`src/rtl/onehot_dec_pkg.sv`:
```
// onehot_dec_pkg: shared occupancy states and binary-to-one-hot decode helper
package onehot_dec_pkg;
  typedef enum logic [1:0] {OCC_EMPTY, OCC_ONE, OCC_TWO} occ_e;
  localparam int MAX_OUT = 64;
  typedef struct packed {
    logic err;
    logic [MAX_OUT-1:0] oh;
  } dec_t;
  function automatic dec_t to_onehot(input logic [31:0] code, input int num_out);
    dec_t d;
    d.err = code >= $unsigned(num_out);
    d.oh = d.err ? '0 : MAX_OUT'(1) << code;
    return d;
  endfunction
endpackage

```
`src/rtl/onehot_dec_fifo2.sv`:
```
// onehot_dec_fifo2: two-entry fifo with empty/one/two occupancy fsm and zeroed output when empty
module onehot_dec_fifo2
  import onehot_dec_pkg::*;
#(
  parameter int W = 5
) (
  input  logic         clk,
  input  logic         rst,
  input  logic         in_valid,
  output logic         in_ready,
  input  logic [W-1:0] in_data,
  output logic         out_valid,
  input  logic         out_ready,
  output logic [W-1:0] out_data
);
  occ_e occ, occ_n;
  logic rd_ptr, wr_ptr, push, pop;
  logic [W-1:0] mem [2];
  assign in_ready  = occ != OCC_TWO;
  assign out_valid = occ != OCC_EMPTY;
  assign out_data  = out_valid ? mem[rd_ptr] : '0;
  assign push = in_valid & in_ready;
  assign pop  = out_valid & out_ready;
  always_comb begin
    occ_n = occ;
    occ_n = occ == OCC_EMPTY ? (push ? OCC_ONE : OCC_EMPTY)
          : occ == OCC_ONE   ? (push && !pop ? OCC_TWO : pop && !push ? OCC_EMPTY : OCC_ONE)
          :                    (pop ? OCC_ONE : OCC_TWO);
  end
  always_ff @(posedge clk) begin
    if (rst) begin
      occ    <= OCC_EMPTY;
      rd_ptr <= 1'b0;
      wr_ptr <= 1'b0;
    end else begin
      occ <= occ_n;
      if (push) wr_ptr <= ~wr_ptr;
      if (pop) rd_ptr <= ~rd_ptr;
    end
  end
  always_ff @(posedge clk) begin
    if (push) mem[wr_ptr] <= in_data;
  end
endmodule

```
`src/rtl/onehot_decoder_stream.sv`:
```
// onehot_decoder_stream: streaming binary-to-one-hot decoder behind a 2-entry buffer; DEC_PARITY_EN adds in_parity even-parity check
module onehot_decoder_stream
  import onehot_dec_pkg::*;
#(
  parameter int CODE_W  = 2,
  parameter int NUM_OUT = 4
) (
  input  logic               clk,
  input  logic               rst,
  input  logic               in_valid,
  output logic               in_ready,
  input  logic [CODE_W-1:0]  in_code,
`ifdef DEC_PARITY_EN
  input  logic               in_parity,
`endif
  output logic               out_valid,
  input  logic               out_ready,
  output logic [NUM_OUT-1:0] out_onehot,
  output logic               out_err
);
  dec_t d;
  logic bad;
  logic [NUM_OUT-1:0] oh;
  assign d = to_onehot(32'(in_code), NUM_OUT);
`ifdef DEC_PARITY_EN
  assign bad = d.err | (|d.oh[MAX_OUT-1:NUM_OUT]) | (^{in_code, in_parity});
`else
  assign bad = d.err | (|d.oh[MAX_OUT-1:NUM_OUT]);
`endif
  assign oh = bad ? '0 : d.oh[NUM_OUT-1:0];
  onehot_dec_fifo2 #(.W(NUM_OUT + 1)) u_fifo (
    .clk       (clk),
    .rst       (rst),
    .in_valid  (in_valid),
    .in_ready  (in_ready),
    .in_data   ({bad, oh}),
    .out_valid (out_valid),
    .out_ready (out_ready),
    .out_data  ({out_err, out_onehot})
  );
endmodule
```
`config.mk`:
```
export PLATFORM = sky130hd
export DESIGN_NAME = onehot_decoder_stream
export DESIGN_NICKNAME = d
export VERILOG_FILES = /design/src/rtl/onehot_dec_pkg.sv /design/src/rtl/onehot_dec_fifo2.sv /design/src/rtl/onehot_decoder_stream.sv
export SDC_FILE = /design/constraint.sdc
export NUM_CORES = 1
export LEC_CHECK = 0
export ABC_AREA = 1
export BUFFER_PORTS_ARGS = -buffer_cell sky130_fd_sc_hd__buf_2
export CAP_MARGIN = 20
export CORE_AREA = 2 2 39 41
export CTS_CLUSTER_DIAMETER = 100
export DETAILED_ROUTE_END_ITERATION = 7
export DIE_AREA = 0 0 41 43
export GPL_TIMING_DRIVEN = 0
export HOLD_SLACK_MARGIN = 0.08
export PLACE_DENSITY = 0.67
export SYNTH_ARGS = -nofsm -noshare
export SYNTH_HDL_FRONTEND = slang
export SYNTH_SLANG_ARGS = --single-unit
```
`constraint.sdc`:
```
create_clock -name clk -period 3.65 [get_ports clk]
set_clock_uncertainty 0.2 [all_clocks]
set_input_delay 0.1825 -clock clk [delete_from_list [all_inputs] [get_ports clk]]
set_output_delay 0.1825 -clock clk [all_outputs]
set_load 0.02 [all_outputs]
```
==> flow_summary.json <==
{
  "netlist_area_sq_um": 583.1,
  "initial_core_util_pct": 42.13,
  "place_congestion": 0.7896,
  "wirelength_um": 1066,
  "finalWorstSetupSlack_ps": 1818,
  "crit_chain": "dlygate4sd3_1 > buf_2 > inv_1 > nand3_1 > nand2_2 > nand2_2 > a21oi_2 > dlygate4sd3_1",
  "min_period_ps": 1832,
  "synth_seq_cells": 13,
  "maxSlewViolCount": 0,
  "post_dp_cell_area_sq_um": 658.1,
  "viasPerCell": 4.704,
  "cp.arrival_ps": 1860,
  "clk_pin_slew_ps": 80,
  "numClockSinks": 13,
  "finalInstanceArea_sq_um": 754.5,
  "dieArea_sq_um": 1763,
  "cp_num_buf_inv": 4,
  "ctsHtreeMaxLevel": 1,
  "clk_latency_ps": 280,
  "grt_pass1_wl_um": 1925,
  "cts_tree": "yes",
  "min_path_type": "reg -> reg",
  "multi_input_area_sq_um": 197.7,
  "ios": 13,
  "vias": 461,
  "finalSetupTns_ps": 0,
  "portBuffers": 11,
  "grt_antenna_before_repair": 0,
  "post-place-ws_ps": 2143,
  "synthDistinctLibCells": 17,
  "die_w_um": 41,
  "finalHoldViolCount": 0,
  "fin_crit_sh_pct": 50.20,
  "die_h_um": 43,
  "drv_cap": 0,
  "place_hpwl_um": 747.6,
  "netlist_instances": 60,
  "wl_per_cell_um": 10.88,
  "fillers": 136,
  "peakVddDrop_mv": 0.2797,
  "seqCellArea_sq_um": 340.3,
  "cp_slowest_stage_delay_ps": 550,
  "crit_type": "in -> reg",
  "grt_overflow_total": 0,
  "core.rowCount": 14,
  "p_per_area_nw_per_um2": 470.6,
  "ctsResizeCount": 0,
  "drive_gt1_share_pct": 32.93,
  "post_cts_buffers": 0,
  "critPathCaptureType": "register",
  "area_delta_synth_final_pct": 29.40,
  "cts_made_buffers": 3,
  "setup_viol_count_final": 0,
  "drtIter0Drc": 5,
  "grtUsageTotal_pct": 17.15,
  "coreArea_sq_um": 1384,
  "synth_area_per_cell_sq_um": 9.718,
  "final_cell_count_no_fill": 98,
  "antenna_cells": 0,
  "critPathMaxFanout": 4,
  "syn_nets": 66,
  "status": "completed",
  "cts_root_buf": "clkbuf_4",
  "grt_max_degree": 8,
  "clock.fmax_mhz": 545.8,
  "critPathRequiredTime_ps": 3680,
  "postCtsHoldBufs": 7,
  "path_delay_family": "buffers and inverters",
  "yosysWarnings": 0,
  "seq_area_frac_synth_pct": 58.37,
  "drc_errors": 0,
  "crit_slowest_cell": "dlygate4sd3_1",
  "power_leakage_nw": 0.3288,
  "rsz0062_at_grt": "no",
  "ant_nets": 0,
  "dr.pass1.iters": 4,
  "cp-start-kind": "input pin",
  "dp_cells": 87,
  "max-clock-path-buffers": 2,
  "layout.nets": 89,
  "grt_pass1_vias": 449
}
[sequential cells by signal, indices dropped and copies added (netlist names), named ones only]
register and count:
u_fifo.wr_ptr 1, u_fifo.rd_ptr 1, u_fifo.mem 8, u_fifo.occ 2
[worst paths after layout]
kind / startpoint / to / slack (ps) / cells past startpoint
setup / recovery: in_valid / u_fifo.occ[0] / 1820 / 8
hold / removal: u_fifo.rd_ptr / u_fifo.rd_ptr / 300 / 2
setup reg to reg: u_fifo.occ[1] / u_fifo.occ[0] / 1960 / 6
hold reg to reg: u_fifo.rd_ptr / u_fifo.rd_ptr / 300 / 2
[metrics by stage]
| step | power [W] | hold slack, ps | utilization [%] |
|---|---|---|---|
| 6_report | 0.0003550 | 300.1 | 54.52 |
| 3_3_place_gp | 0.0002598 | 229.4 | 47.56 |
| 2_1_floorplan | 0.0002382 | 44.94 | - |
| 3_5_place_dp | 0.0002622 | 230.1 | 47.56 |
| 4_1_cts | 0.0003557 | 306.6 | 54.52 |
| 5_1_grt | 0.0003764 | 335.1 | 54.52 |
[worst min-delay path, delay by kind of cell (launching register included)]
kind,cells,cell delay (ps)
flip-flops,1,320
AO/OA/AOI/OAI,1,60
AND/OR/NAND/NOR,1,80
[area by class of cell]
class,instances,area share [%]
multi-input combinational,36,26.20
timing repair buffer,18,16.58
clock buffer,4,3.483
sequential,13,45.11
inverter,10,4.975
tap,16,2.653
buffer,1,0.9950
[Yosys cell counts (all sizes together)]
| master | number | area share, % |
|---|---|---|
| buf | 1 | 1.3 |
| conb | 1 | 0.64 |
| dfxtp | 5 | 17 |
| edfxtp | 8 | 41 |
| nor3 | 2 | 3.4 |
| a21oi | 8 | 7.5 |
| nand4 | 1 | 1.1 |
| nor2 | 6 | 6.4 |
| o21ai | 1 | 0.86 |
| nand3 | 2 | 2.6 |
| inv | 10 | 6.4 |
| nand2 | 15 | 11 |
[cells in the final DEF, fill, tap and decap left out, drive strengths merged]
cell type    instances
nand4                1
conb                 1
o21ai                1
a21oi                8
nor2                 6
nand3                2
clkbuf               4
edfxtp               8
dfxtp                5
nand2               15
buf                 12
dlygate4sd3          7
nor3                 2
inv                 10
[cell families after synthesis]
family	count (synthesis)	share of synthesized area [%]
buffers and inverters	11	7.726
DFF	13	58.37
AOI/OAI and AO/OA	9	8.368
other	1	0.6432
and+or+nand+nor	26	24.89
[metal layers]
metal | GRT usage [%] | up-vias | routed length (um)
li1 | - | 238 | -
met1 | 21.11 | 206 | 449
met4 | 12.00 | 0 | 28
met5 | 0 | - | 0
met3 | 4.712 | 4 | 34
met2 | 24.69 | 13 | 553
[where the power goes]
part | switching [W] | internal (W)
sequential | 0.0000104 | 0.000171
combinational | 0.0000528 | 0.0000322
clock | 0.0000466 | 0.0000424
Note: power is estimated with default switching activity, not from simulation.
